## src/rtl/char_move_ctrl.sv

```systemverilog
// Purpose: jump-game movement sequencer; buttons + collision flags -> signed velocity commands.
// Latency: inputs sampled on a phy_tick clock edge, outputs valid the following cycle.
// Backpressure: none; state moves only on phy_tick and outputs hold between ticks.
module char_move_ctrl #(
    parameter int SIGNED_PHY_WIDTH = 15,
    parameter int CHARGE_WIDTH     = 5,
    parameter int MAX_CHARGE       = 31,
    parameter int WALK_SPEED       = 2,
    parameter int JUMP_VX          = 4,
    parameter int JUMP_VY_BASE     = 4,
    parameter int JUMP_VY_STEP     = 1,
    parameter int GRAVITY          = 1,
    parameter int MAX_FALL         = 16,
    parameter int LAND_TICKS       = 4
) (
    input  logic                               sys_clk,
    input  logic                               sys_rst_n,
    input  logic                               phy_tick,
    input  logic                               left_btn,
    input  logic                               right_btn,
    input  logic                               jump_btn,
    input  logic                               on_ground,
    input  logic                               hit_wall_x,
    input  logic                               hit_ceiling,
    output logic signed [SIGNED_PHY_WIDTH-1:0] vel_x,
    output logic signed [SIGNED_PHY_WIDTH-1:0] vel_y,
    output logic [2:0]                         state,
    output logic [CHARGE_WIDTH-1:0]            charge,
    output logic                               facing,
    output logic                               launch
);

    localparam int SW = SIGNED_PHY_WIDTH;
    localparam int LW = (LAND_TICKS > 2) ? $clog2(LAND_TICKS) : 1;

    localparam logic signed [SW-1:0] WALK_V    = SW'(WALK_SPEED);
    localparam logic signed [SW-1:0] JUMP_VX_V = SW'(JUMP_VX);
    localparam logic signed [SW-1:0] VY_BASE_V = SW'(JUMP_VY_BASE);
    localparam logic signed [SW-1:0] VY_STEP_V = SW'(JUMP_VY_STEP);
    localparam logic signed [SW-1:0] GRAV_V    = SW'(GRAVITY);
    localparam logic signed [SW-1:0] FALL_V    = SW'(MAX_FALL);
    localparam logic [CHARGE_WIDTH-1:0] MAX_C  = CHARGE_WIDTH'(MAX_CHARGE);
    localparam logic [LW-1:0] LAND_INIT        = LW'(LAND_TICKS - 1);

    typedef enum logic [2:0] {
        ST_IDLE   = 3'd0,
        ST_WALK   = 3'd1,
        ST_CHARGE = 3'd2,
        ST_AIR    = 3'd3,
        ST_LAND   = 3'd4
    } state_t;

    state_t                   state_q;
    logic signed [SW-1:0]     vel_x_q, vel_y_q;
    logic [CHARGE_WIDTH-1:0]  charge_q;
    logic                     facing_q;
    logic                     launch_q;
    logic [LW-1:0]            land_cnt_q;

    logic                     walk_r, walk_l;
    logic signed [SW-1:0]     vy_grav_d, vy_fall_d, launch_vy_d, launch_vx_d;
    logic [CHARGE_WIDTH-1:0]  charge_inc_d;

    // Walk/launch direction decode plus the gravity, launch and charge arithmetic.
    // The direction sampled on the launching tick feeds vel_x directly, so it
    // needs no storage of its own; facing keeps the last nonzero direction.
    always_comb begin
        walk_r       = right_btn & ~left_btn;
        walk_l       = left_btn & ~right_btn;
        vy_grav_d    = vel_y_q - GRAV_V;
        vy_fall_d    = (vy_grav_d < -FALL_V) ? -FALL_V : vy_grav_d;
        launch_vy_d  = VY_BASE_V
                     + $signed({{(SW-CHARGE_WIDTH){1'b0}}, charge_q}) * VY_STEP_V;
        launch_vx_d  = walk_r ? JUMP_VX_V : (walk_l ? -JUMP_VX_V : '0);
        charge_inc_d = (charge_q == MAX_C) ? MAX_C : charge_q + 1'b1;
    end

    // Movement FSM with registered outputs; launch self-clears on the next clock.
    always_ff @(posedge sys_clk or negedge sys_rst_n) begin
        if (!sys_rst_n) begin
            state_q    <= ST_IDLE;
            vel_x_q    <= '0;
            vel_y_q    <= '0;
            charge_q   <= '0;
            facing_q   <= 1'b0;
            launch_q   <= 1'b0;
            land_cnt_q <= '0;
        end else begin
            launch_q <= 1'b0;
            if (phy_tick) begin
                case (state_q)
                    ST_IDLE, ST_WALK: begin
                        if (!on_ground) begin
                            state_q <= ST_AIR;
                        end else if (jump_btn) begin
                            state_q  <= ST_CHARGE;
                            charge_q <= '0;
                            vel_x_q  <= '0;
                        end else if (walk_r) begin
                            state_q  <= ST_WALK;
                            vel_x_q  <= WALK_V;
                            facing_q <= 1'b0;
                        end else if (walk_l) begin
                            state_q  <= ST_WALK;
                            vel_x_q  <= -WALK_V;
                            facing_q <= 1'b1;
                        end else begin
                            state_q <= ST_IDLE;
                            vel_x_q <= '0;
                        end
                    end
                    ST_CHARGE: begin
                        vel_x_q <= '0;
                        vel_y_q <= '0;
                        if (walk_r || walk_l) facing_q <= walk_l;
                        if (!on_ground) begin
                            state_q  <= ST_AIR;
                            charge_q <= '0;
                        end else if (!jump_btn || charge_q == MAX_C) begin
                            state_q  <= ST_AIR;
                            launch_q <= 1'b1;
                            vel_y_q  <= launch_vy_d;
                            vel_x_q  <= launch_vx_d;
                            charge_q <= '0;
                        end else begin
                            charge_q <= charge_inc_d;
                        end
                    end
                    ST_AIR: begin
                        // Landing uses the pre-update vel_y and overrides collisions.
                        if (on_ground && vel_y_q <= 0) begin
                            state_q    <= ST_LAND;
                            vel_x_q    <= '0;
                            vel_y_q    <= '0;
                            land_cnt_q <= LAND_INIT;
                        end else begin
                            if (hit_wall_x) begin
                                vel_x_q <= -vel_x_q;
                                if (vel_x_q != 0) facing_q <= ~facing_q;
                            end
                            if (hit_ceiling && vel_y_q > 0) vel_y_q <= '0;
                            else                            vel_y_q <= vy_fall_d;
                        end
                    end
                    ST_LAND: begin
                        vel_x_q <= '0;
                        vel_y_q <= '0;
                        if (!on_ground)           state_q    <= ST_AIR;
                        else if (land_cnt_q == 0) state_q    <= ST_IDLE;
                        else                      land_cnt_q <= land_cnt_q - 1'b1;
                    end
                    default: state_q <= ST_IDLE;
                endcase
            end
        end
    end

    assign vel_x  = vel_x_q;
    assign vel_y  = vel_y_q;
    assign state  = state_q;
    assign charge = charge_q;
    assign facing = facing_q;
    assign launch = launch_q;

endmodule

```

## config.mk

```make
export PLATFORM = sky130hd
export DESIGN_NAME = char_move_ctrl
export DESIGN_NICKNAME = d
export VERILOG_FILES = /design/src/rtl/char_move_ctrl.sv
export SDC_FILE = /design/constraint.sdc
export NUM_CORES = 1
export LEC_CHECK = 0
export ABC_AREA = 1
export BUFFER_PORTS_ARGS = -buffer_cell sky130_fd_sc_hd__buf_2
export CAP_MARGIN = 15
export CORE_MARGIN = 2
export CORE_UTILIZATION = 25
export CTS_CLUSTER_DIAMETER = 40
export DETAILED_ROUTE_END_ITERATION = 10
export HOLD_SLACK_MARGIN = 0.03
export PLACE_DENSITY_LB_ADDON = 0.15
export SYNTH_ARGS = -nofsm -noshare
export SYNTH_HDL_FRONTEND = slang
export SYNTH_SLANG_ARGS = --single-unit
```

## constraint.sdc

```tcl
create_clock -name sys_clk -period 4.3 [get_ports sys_clk]
set_input_delay 0.86 -clock sys_clk [delete_from_list [all_inputs] [get_ports sys_clk]]
set_output_delay 0.86 -clock sys_clk [all_outputs]
set_load 0.02 [all_outputs]
```

* Word level (Yosys, flattened, before mapping) *
Cells that the tools add are included.

cells by class
  eq/ne operators = 19
  add/sub/neg operators = 5
  bitwise operators = 5
  reductions and logical operators = 20
  muxes and demuxes = 50
  magnitude comparators = 3

operator list
  cell                                                   count
  2-to-1 mux 15 bit                                      13
  case mux 15 bit (4 select lines)                       1
  case mux 15 bit (3 select lines)                       1
  nonzero test 32 bit                                    1
  2-to-1 mux 5 bit                                       5
  != test 2 bit (second input constant)                  10
  > comparator 15 x 1 -> 1 bit (second input constant)   1
  <= comparator 15 x 1 -> 1 bit (second input constant)  1
  < comparator 15 x 5 -> 1 bit (second input constant)   1
  2-to-1 mux 3 bit                                       5
  negation 15 bit                                        1
  subtractor 15 x 2 -> 15 bit (second input constant)    1
  2-to-1 mux 1 bit                                       14
  2-to-1 mux 6 bit                                       2
  != test 3 bit (second input constant)                  4
  case mux 3 bit (4 select lines)                        1
  AND reduction 4 bit                                    3
  2-to-1 mux 2 bit                                       5
  case mux 5 bit (2 select lines)                        1
  AND reduction 9 bit                                    1
  adder 3 x 5 -> 6 bit (first input constant)            1
  == test 3 x 2 -> 1 bit (second input constant)         2
  nonzero test 3 bit                                     2
  adder 5 x 1 -> 5 bit (second input constant)           1
  18 further kinds                                       24

storage, ports and cells
  output and inout bits = 40
  logic and storage cells = 109
  register bits = 42
  bits of input ports = 9

* Longest topological paths before layout *
Gate-level depths: netlist of the first run.

  depth after elaboration = 7
  depth in mapped cells = 15
  depth with buffers taken out = 15

* Worst setup path before layout of the first run *
OpenSTA, ideal clock, no wires.

  path kind = register to register
  start = register vel_y_q[0] (netlist: vel_y[0])
  end = register vel_y_q[9] (netlist: vel_y[9])
  path slack = 2.025 ns
  library setup time = 0.117 ns
  cell stages (with the launch flop) = 15
  clock period less this slack = 2.275 ns
  path buffers = 0
  required time = 4.183 ns
  arrival time = 2.158 ns
  path through = dfrtp_1 > inv_1 > ha_1 > inv_1 > nor2_1 > nand2_1 > xor2_1 > nand2_1 > nor2_1 > nand2_1 > ha_1 > inv_1 > nand3_1 > nand3_1 > nand2_1

between the ends
  word-level cells in the longest chain between the ends = 6
  elaborated cells on any way between the ends = 10
  classes of those cells = add/sub (1); order compare (3); mux (4); reduce/logical (2)

ends and longest elaborated chain
  what                                line  text
  start: declaration                  54    logic signed [SW-1:0] vel_x_q, vel_y_q;
  start signal: assignment            122   vel_y_q <= launch_vy_d;
  start signal: assignment            142   else vel_y_q <= vy_fall_d;
  subtractor 15 x 2 -> 15 bit         70    vy_grav_d = vel_y_q - GRAV_V;
  < comparator 15 x 5 -> 1 bit        71    vy_fall_d = (vy_grav_d < -FALL_V) ? -FALL_V : vy_grav_d;
  2-to-1 mux 15 bit                   71
  2-to-1 mux 15 bit                   141   if (hit_ceiling && vel_y_q > 0) vel_y_q <= '0;
  2-to-1 mux 15 bit *                 131   if (on_ground && vel_y_q <= 0) begin
  case mux 15 bit (3 select lines) *  91    case (state_q)

Mark *: on every way between the ends. The rest lies on a longest branch, timed or not.
A chain may end at the register's enable or synchronous reset.

* Worst setup path in the final report of the first run *
  start = register vel_y_q[0] (netlist: vel_y[0])
  end = register vel_y_q[11] (netlist: vel_y[11])

Same word-level chain as after synthesis.

==> flow_summary_export.csv, run 1 <==
group,metric,value,unit
status,status,"finished, final reports clean",
setup_path,crit_top_cell,"nand2_1",
global_routing,antenna_found_initial,0,
setup_path,reg2reg_to,"vel_y[11]",
synth,synth_edf_count,0,
die,num_io_pins,49,
power_and_ir_drop,internal_power,0.00126,W
worst_hold_path,min_path_cells,2,
setup_path,critPathMaxFanout,8,
global_routing,grt_usage,0.136,
cts,cts-buffers-inserted,5,
cts,cts.sinks,42,
power_and_ir_drop,p_clk_frac,0.177,
cts,clk_pin_slew,70,ps
setup_path,critPathMaxStageDelay,400,ps
place,placed_cells,656,
power_and_ir_drop,net-switching-power,0.00124,W
sta,finalCritPeriodShare,0.591,
cts,cts_setup_buffers,0,
sta,hold_slack,491,ps
synth,synth_area_per_cell,6.92,um2
die,coreArea,12100,um2
synth,synth_cell_type_count,37,
setup_path,crit_type,"flop to flop",
cells_and_area,final_layout_size_suffix_gt1_frac,0.216,
setup_path,start_kind,"flop",
detailed_routing,vias,2916,
synth,yosys-top-cells-area,"dfrtp_1, nand2_1, nor2_1, nand3_1, inv_1",
global_routing,grt_use_met1,0.194,
run,drv_cap,0,
sta,worst_slew_pin_slew,987,ps
synth,synth_top_area_share,0.340,
power_and_ir_drop,power_density,681,nW/um2
power_and_ir_drop,power.leakage,1.95,nW
synth,synth_seq_cells,42,
setup_path,timing.reg2reg.setup_slack,1760,ps
synth,ys.flop_type,"dfrtp_1",
global_routing,grtUsageMet2,0.211,
detailed_routing,wl,8580,um
cells_and_area,fin_nets,514,
global_routing,overflow,0,
sta,relSlewSlack,0.342,
sta,final-hold-violation-count,0,
power_and_ir_drop,power_frac_comb,0.548,
place,dpl_cell_area,3500,um2
detailed_routing,wl_per_cell,12.9,um
die,rows,40,
setup_path,path_cells,"inv_1, ha_1, inv_1, nor2_1, nand2_1, xor2_1, nand2_1, nor2_1, nand2_1, ha_1, inv_1, nand3_1, nand3_1, nand2_1",
cts,tritoncts,"built",
cts,clock_path_buffers,2,
setup_path,crit_required,4490,ps
cts,clk_latency,290,ps
sta,layout_min_cycle_time,2540,ps
power_and_ir_drop,pwr-share-seq,0.275,
cts,holdBufCountCts,0,
synth,ys.warnings.count,0,
die,die_area,13300,um2
cts,htreeDepth,2,
place,dp_hpwl,6360,um
place,gp_congestion,0.826,
cts,cts_root_buf,"clkbuf_16",
place,portBuffers,48,
sta,fin_tns_setup,0,ps
sta,finalSetupViolCount,0,
detailed_routing,post_drt_via_cell_ratio,4.39,
cells_and_area,area_delta_synth_final,18.5,%
cells_and_area,mostFrequentLayoutCells,"nand2_1, nor2_1, buf_2",
synth,yosys.area.top_type,"dfrtp_1",
cts,cts-resized-gates,0,
setup_path,crit_arrival,2730,ps
setup_path,crit_path_end_kind,"flop",
die,start_util,0.257,
synth,synth_cells,447,
global_routing,grt_pass1_wl,14200,um
synth,ys_async_sr_fraction,1.00,
worst_hold_path,hold_end,"land_cnt_q[1]",
cells_and_area,final_area,3670,um2
sta,clock_skew,4.84,ps
global_routing,grt_pass1_vias,2779,
setup_path,reg2reg_depth,14,
worst_hold_path,hold_class,"flop to flop",
global_routing,top_usage_layer,"met2",
sta,rsz0062_at_grt,"false",
sta,drv_slew,0,
detailed_routing,drc_errors,0,
setup_path,reg2reg_from,"vel_y[0]",
setup_path,crit_slowest_cell,"dfrtp_1",
synth,ys_seq_area_frac,0.340,
detailed_routing,drtPass1Iterations,4,
power_and_ir_drop,switching_share,0.497,
global_routing,met3_usage,0.0242,
cells_and_area,layout.cells.most_common,"nand2_1",
worst_hold_path,hp-start,"land_cnt_q[1]",
die,die_y,115,um
die,die_x,115,um
synth,syn-cell-area,3090,um2
sta,timing.fmax,394,MHz
cells_and_area,fin_util,0.304,
detailed_routing,ant_nets,0,
power_and_ir_drop,peakVddDrop,0.249,mV
detailed_routing,first_iter_violations,179,
cells_and_area,n_antenna_cell,0,
global_routing,grt_max_degree,43,
cells_and_area,fin_cells,664,
synth,synth_nets,466,
-- area by class of cell --
| type | instances | area, um2 |
|---|---|---|
| Inverter | 55 | 206 |
| Clock buffer | 6 | 129 |
| Fill cell | 1330 | 8390 |
| Tap cell | 168 | 210 |
| Multi-Input combinational cell | 343 | 1790 |
| Clock inverter | 2 | 37.5 |
| Timing Repair Buffer | 48 | 240 |
| Sequential cell | 42 | 1050 |
-- stage by stage --
step                      power, W  worst slack (ps)
after floorplan            0.00171              2020
after global placement     0.00207              1770
after detailed placement   0.00208              1710
after CTS                  0.00253              1730
after global routing       0.00273              1470
final                      0.00250              1760
-- cells in the mapped netlist, drive strengths merged (2+ instances only) --
cell,instances
o21ai,12
nor2,82
nand4,5
inv,54
xnor2,3
nand3b,6
nand2,118
and3,2
and2,2
buf,7
a21boi,5
a21oi,25
o211ai,2
ha,10
xor2,14
nand3,43
dfrtp,42
nor3,9
-- state kept, by name, summed over array words and instances (netlist names) --
name / count
launch: 1
vel_x: 15
facing: 1
vel_y: 15
state: 3
charge: 5
land_cnt_q: 2
-- layer usage --
layer  wire (um)  share of wire
met1        4310           0.50
met4          81         0.0094
met2        3850           0.45
met5           0              0
met3         335          0.039
-- cell families after synthesis --
| family | count (synthesis) | share of synthesized area |
|---|---|---|
| AO/OA/AOI/OAI | 48 | 0.0918 |
| XOR/XNOR | 17 | 0.0481 |
| adder cells (fa/ha/maj) | 10 | 0.0404 |
| buffers and inverters | 62 | 0.0809 |
| flip-flops | 42 | 0.340 |
| AND/OR/NAND/NOR | 268 | 0.399 |
-- power groups by stage --
stage / clock network (W) / logic [W] / registers [W]
finish: 0.000442 / 0.00137 / 0.000687
detailed placement: 0 / 0.00138 / 0.000697
CTS: 0.000458 / 0.00138 / 0.000691
global route: 0.000474 / 0.00155 / 0.000713
floorplan: 0 / 0.000909 / 0.000800
global placement: 0 / 0.00138 / 0.000692
-- worst max-delay path: cells and delay by family, from the launching register on --
| family | cells | cell delay (ps) |
|---|---|---|
| DFF | 1 | 400 |
| adders and majority gates | 2 | 590 |
| buffers and inverters | 3 | 460 |
| xor gates and xnor gates | 1 | 210 |
| and+or+nand+nor | 8 | 790 |
-- worst max-delay path by stage --
stage                         start  cells after the start         to
final                      vel_y[0]                     14  vel_y[11]
after global routing       vel_y[0]                     14   vel_y[9]
after CTS                  vel_y[0]                     14   vel_y[9]
after detailed placement  on_ground                      8   vel_x[9]
after global placement     vel_y[0]                     14   vel_y[9]
after floorplan            vel_y[0]                     14   vel_y[9]
Power figures use the tool's default switching activity.
==> run 2, diff against run 1 <==
==> constraint.sdc (replaced) <==
create_clock -name sys_clk -period 2.2 [get_ports sys_clk]
set_input_delay 0.44 -clock sys_clk [delete_from_list [all_inputs] [get_ports sys_clk]]
set_output_delay 0.44 -clock sys_clk [all_outputs]
set_load 0.02 [all_outputs]
==> run 2 against run 1 <==
Worst setup slack worse by 1700 ps. Critical path depth fell by 1. Final cell count grew 5.9%. Largest power group unchanged. Clock power rose by 64%. Via count grew 4.0%. Sequential power increased by 95%. Combinational power increased by 140%. Register-to-register slack got worse by 1700 ps. Routed wire length increased by 4.3%. Largest cell class unchanged.
==> flow_summary_export.csv, run 2 (synthesized netlist as in run 1, its figures left out) <==
group,metric,value,unit
status,status,"finished, final reports clean",
sta,hold_slack,472,ps
die,die_x,115,um
place,gp_congestion,0.796,
die,coreArea,12100,um2
global_routing,grt_pass1_wl,14800,um
detailed_routing,first_iter_violations,142,
die,start_util,0.257,
power_and_ir_drop,p_clk_frac,0.136,
global_routing,grt_pass1_vias,2940,
cts,cts_root_buf,"clkbuf_16",
die,num_io_pins,49,
detailed_routing,drtPass1Iterations,6,
global_routing,grt_max_degree,21,
place,dp_hpwl,6770,um
cts,cts.sinks,42,
power_and_ir_drop,peakVddDrop,0.345,mV
die,die_area,13300,um2
place,placed_cells,686,
detailed_routing,wl,8950,um
setup_path,start_kind,"flop",
setup_path,crit_type,"flop to flop",
detailed_routing,vias,3033,
sta,worst_slew_pin_slew,443,ps
cts,clk_pin_slew,60,ps
cells_and_area,fin_nets,554,
cells_and_area,mostFrequentLayoutCells,"nand2_1, nor2_1, buf_2",
detailed_routing,post_drt_via_cell_ratio,4.31,
sta,finalCritPeriodShare,0.964,
place,portBuffers,48,
cells_and_area,final_area,4070,um2
sta,clock_skew,3.67,ps
cts,cts-buffers-inserted,5,
setup_path,cp_top_family,"simple AND/OR/NAND/NOR gates",
cts,htreeDepth,2,
cts,clock_path_buffers,2,
cts,clk_latency,290,ps
place,dpl_cell_area,3730,um2
cells_and_area,final_layout_size_suffix_gt1_frac,0.327,
power_and_ir_drop,internal_power,0.00273,W
global_routing,antenna_found_initial,0,
setup_path,critPathMaxStageDelay,420,ps
setup_path,critPathBufInv,1,
power_and_ir_drop,power.leakage,2.15,nW
cells_and_area,area_delta_synth_final,31.5,%
detailed_routing,ant_nets,0,
cells_and_area,layout.cells.most_common,"nand2_1",
setup_path,crit_required,2410,ps
setup_path,timing.reg2reg.setup_slack,80,ps
detailed_routing,wl_per_cell,12.7,um
sta,timing.fmax,471,MHz
sta,fin_tns_setup,0,ps
setup_path,crit_arrival,2330,ps
sta,layout_min_cycle_time,2120,ps
power_and_ir_drop,switching_share,0.488,
power_and_ir_drop,pwr-share-seq,0.252,
power_and_ir_drop,net-switching-power,0.00260,W
setup_path,critPathMaxFanout,7,
sta,final-hold-violation-count,0,
sta,finalSetupViolCount,0,
setup_path,crit_path_end_kind,"flop",
die,die_y,115,um
global_routing,overflow,0,
power_and_ir_drop,power_frac_comb,0.613,
setup_path,path_cells,"inv_2, ha_4, nand2_2, nor2_1, xnor2_1, nor2_1, nand3_1, nor2_1, nand2_1, ha_4, a21oi_1, nand4_1, a21boi_1",
worst_hold_path,hold_class,"input pin to flop",
power_and_ir_drop,power_density,1310,nW/um2
sta,rsz0062_at_grt,"true",
sta,drv_slew,0,
run,drv_cap,0,
global_routing,grt_usage,0.141,
setup_path,crit_top_cell,"nor2_1",
setup_path,crit_slowest_cell,"dfrtp_1",
cts,tritoncts,"built",
cells_and_area,n_antenna_cell,0,
sta,relSlewSlack,0.702,
cells_and_area,fin_cells,703,
detailed_routing,drc_errors,0,
die,rows,40,
cells_and_area,fin_util,0.337,
## run 2: area by class of cell
type	instances	area (um2)
multi-input combinational	343	1910
fill	1319	7990
inverter	55	209
timing repair buffer	88	547
clock inverter	2	10.0
clock buffer	5	125
tap	168	210
sequential	42	1050
## run 2: path summary, 6_finish.rpt
path,start,end,cells after the start
hold / removal,phy_tick,launch,3
setup / recovery,vel_y[1],vel_y[2],13
hold reg to reg,land_cnt_q[0],land_cnt_q[0],2
max in group asynchronous,sys_rst_n,vel_x[10],3
min in group asynchronous,sys_rst_n,vel_y[13],2
setup reg to reg,vel_y[1],vel_y[2],13
## run 2: metal layers
layer | track usage | part of all wire | up-vias
li1 | - | - | 1602
met1 | 0.199 | 0.50 | 1384
met2 | 0.224 | 0.46 | 39
met3 | 0.0216 | 0.026 | 8
met4 | 0.0410 | 0.013 | 0
met5 | 0 | 0 | -
## run 2: worst min-delay path, stage by stage
cell and delay [ps]:
buf_2 130, inv_2 90, nor3_1 60
## run 2: per-stage QoR
step	power, W	setup slack (ps)
3_3_place_gp	0.00432	-136
6_report	0.00534	78.9
3_5_place_dp	0.00434	-189
5_1_grt	0.00586	-119
4_1_cts	0.00520	-2.52
2_1_floorplan	0.00334	12.0
## run 2: power by group through the flow
stage / clock, W / combinational (W) / sequential [W]
2_1_floorplan: 0 / 0.00178 / 0.00156
3_3_place_gp: 0 / 0.00300 / 0.00132
3_5_place_dp: 0 / 0.00301 / 0.00133
4_1_cts: 0.000765 / 0.00311 / 0.00132
5_1_grt: 0.000796 / 0.00366 / 0.00140
6_report: 0.000723 / 0.00327 / 0.00134
## run 2: repair_timing
| action | CTS | global route |
|---|---|---|
| pin swaps | 9 | 19 |
| resized for setup | 9 | 29 |
| cloned | 0 | 0 |
| hold buffers | 1 | 0 |
| setup endpoints to repair | 14 | 14 |
| setup buffers | 2 | 7 |
| endpoints found under the hold margin | 6 | 0 |
==> run 3, diff against run 2 <==
--- a/config.mk
+++ b/config.mk
@@ -5,7 +5,6 @@
 export SDC_FILE = /design/constraint.sdc
 export NUM_CORES = 1
 export LEC_CHECK = 0
-export ABC_AREA = 1
 export BUFFER_PORTS_ARGS = -buffer_cell sky130_fd_sc_hd__buf_2
 export CAP_MARGIN = 15
 export CORE_MARGIN = 2
==> constraint.sdc (replaced) <==
create_clock -name sys_clk -period 2.2 [get_ports sys_clk]
set_input_delay 0.44 -clock sys_clk [delete_from_list [all_inputs] [get_ports sys_clk]]
set_output_delay 0.44 -clock sys_clk [all_outputs]
set_load 0.005 [all_outputs]
==> run 3 against run 2 <==
Clock skew increased by 3.0 ps. The run now ends with negative setup slack left. Largest cell class unchanged. Non-clock buffer count increased by 50. Critical path type unchanged. Via count increased by 9.7%. First-iteration DRC count increased by 7.7%. Count of clock-buffer cells in the layout unchanged. Combinational power increased by 35%.
==> flow_summary_export.csv, run 3 <==
group,metric,value,unit
power_and_ir_drop,switching_share,0.441,
cts,htreeDepth,2,
synth,ys_seq_area_frac,0.341,
detailed_routing,wl_per_cell,16.3,um
synth,synth_seq_cells,42,
global_routing,grt_pass1_wl,16700,um
synth,synth_nets,382,
setup_path,path_cells,"inv_2, ha_4, or3b_4, or3_4, or3_1, a211oi_2, nand4b_1, ha_4, inv_2, o211a_4, a31oi_1, o22ai_1, a21oi_1",
setup_path,reg2reg_from,"vel_y[0]",
place,dp_hpwl,7580,um
setup_path,crit_path_end_kind,"flop",
setup_path,critPathMaxFanout,6,
synth,yosys-top-cells-area,"dfrtp_1, ha_1, o21ai_0, or4_1, nor2_1",
global_routing,grt_max_degree,43,
synth,synth_cells,363,
die,num_io_pins,49,
cts,cts_root_buf,"clkbuf_16",
status,status,"finished, violations left",
global_routing,antenna_found_initial,0,
detailed_routing,post_drt_via_cell_ratio,5.26,
cells_and_area,area_delta_synth_final,44.9,%
power_and_ir_drop,internal_power,0.00360,W
synth,ys_async_sr_fraction,1.00,
synth,yosys.area.top_type,"dfrtp_1",
sta,final-hold-violation-count,0,
power_and_ir_drop,p_clk_frac,0.113,
die,die_y,115,um
setup_path,crit_type,"flop to flop",
die,die_area,13200,um2
place,placed_cells,622,
cells_and_area,fin_util,0.372,
cells_and_area,n_fill_cell,1250,
detailed_routing,first_iter_violations,153,
sta,clock_skew,6.72,ps
cts,clk_latency,280,ps
cells_and_area,layout.cells.most_common,"buf_4",
sta,finalSetupViolCount,29,
synth,ys.warnings.count,0,
cells_and_area,mostFrequentLayoutCells,"buf_4, buf_2, dfrtp_1",
cells_and_area,final_layout_size_suffix_gt1_frac,0.395,
sta,fin_ws,-781,ps
synth,syn-cell-area,3080,um2
sta,drv_slew,0,
cts,tritoncts,"built",
power_and_ir_drop,power_density,1440,nW/um2
cells_and_area,fin_cells,633,
detailed_routing,ant_nets,0,
die,coreArea,12000,um2
place,portBuffers,48,
synth,yosys-top-cells-count,"dfrtp_1, nor2_1, o21ai_0, nand2_1, nor3_1",
sta,timing.fmax,335,MHz
global_routing,overflow,0,
power_and_ir_drop,power.leakage,2.05,nW
synth,synth.most_common_cell,"dfrtp_1",
detailed_routing,drtPass1Iterations,5,
cts,cts.sinks,42,
power_and_ir_drop,pwr-share-seq,0.201,
cts,holdBufCountCts,0,
place,gp_congestion,0.802,
die,start_util,0.256,
cts,clk_pin_slew,70,ps
sta,finalCritPeriodShare,1.35,
synth,synth_edf_count,0,
die,die_x,115,um
power_and_ir_drop,net-switching-power,0.00285,W
cells_and_area,fin_nets,505,
cts,cts-buffers-inserted,5,
synth,synth_cell_type_count,66,
power_and_ir_drop,peakVddDrop,0.456,mV
sta,layout_min_cycle_time,2980,ps
die,rows,40,
sta,rsz0062_at_grt,"true",
worst_hold_path,hold_class,"input pin to asynchronous set/reset pin",
sta,worst_slew_pin_slew,677,ps
global_routing,grt_usage,0.159,
setup_path,crit_required,2400,ps
setup_path,start_kind,"flop",
setup_path,setup.worst_path.start,"vel_y[0]",
detailed_routing,drc_errors,0,
global_routing,grt_pass1_vias,3223,
sta,fin_tns_setup,-11630,ps
synth,ys.flop_type,"dfrtp_1",
setup_path,crit_slowest_cell,"or3b_4",
run,drv_cap,0,
synth,synth_top_area_share,0.341,
cts,clock_path_buffers,2,
synth,synth_area_per_cell,8.48,um2
status,violations,"negative setup slack",
cells_and_area,n_antenna_cell,0,
setup_path,crit_arrival,3180,ps
detailed_routing,vias,3328,
setup_path,critPathMaxStageDelay,400,ps
power_and_ir_drop,power_frac_comb,0.686,
detailed_routing,wl,10300,um
sta,relSlewSlack,0.548,
==> run 3: per-layer routing <==
metal  up-vias  global-route usage  wire, um
met3         4              0.0269       280
met4         0              0.0394        77
li1       1658                   -         -
met5         -                   0         0
met2        49               0.258      4910
met1      1617               0.221      5060
==> run 3: power groups by stage <==
stage	clock network, W	registers (W)	logic, W
final	0.000730	0.00129	0.00442
after global routing	0.000795	0.00133	0.00485
after CTS	0.000761	0.00128	0.00428
after detailed placement	0	0.00129	0.00399
after global placement	0	0.00129	0.00397
after floorplan	0	0.00136	0.00212
==> run 3: cell families after synthesis <==
| kind of cell | share of synthesized area |
|---|---|
| AO/OA/AOI/OAI | 0.251 |
| XOR/XNOR | 0.0199 |
| adder cells (fa/ha/maj) | 0.0406 |
| buffers and inverters | 0.0524 |
| flip-flops | 0.341 |
| multiplexers | 0.0106 |
| AND/OR/NAND/NOR | 0.284 |
==> run 3: timing repair <==
action                     CTS  global route
gates resized for setup     26            16
cloned                       1             0
pin swaps                   13             7
setup endpoints to repair   31            33
setup buffers                3             0
==> run 3: final timing paths <==
kind	to	depth (start not counted)	slack [ps]
min reg2reg	land_cnt_q[0]	1	490
min in group sys_clk	land_cnt_q[0]	1	490
max	vel_y[4]	13	-780
min	vel_y[3]	2	140
max in group asynchronous	vel_y[4]	2	1850
max reg2reg	vel_y[4]	13	-780
==> run 3: layout make-up <==
class,instances,area [um2],area share
clock buffer,5,125,0.0280
clock inverter,2,10.0,0.00224
inverter,18,67.6,0.0151
multi-input combinational,281,2070,0.463
sequential,42,1050,0.235
tap,147,184,0.0412
timing repair buffer,138,958,0.215
==> run 3: critical path: cells and delay by family (launching register included) <==
| kind | cells | cell delay (ps) |
|---|---|---|
| AO/OA/AOI/OAI | 5 | 710 |
| buffers and inverters | 2 | 130 |
| flip-flops | 1 | 390 |
| AND/OR/NAND/NOR | 4 | 1220 |
| adder cells (fa/ha/maj) | 2 | 450 |
==> run 3: through the flow <==
step	setup slack [ps]	power [W]	instance area (um2)	hold WS, ps
after floorplan	-908	0.00348	3120	144
after global placement	-894	0.00526	4120	446
after detailed placement	-916	0.00528	4120	448
after CTS	-775	0.00633	4380	144
after global routing	-904	0.00697	4460	147
final	-781	0.00645	4460	136
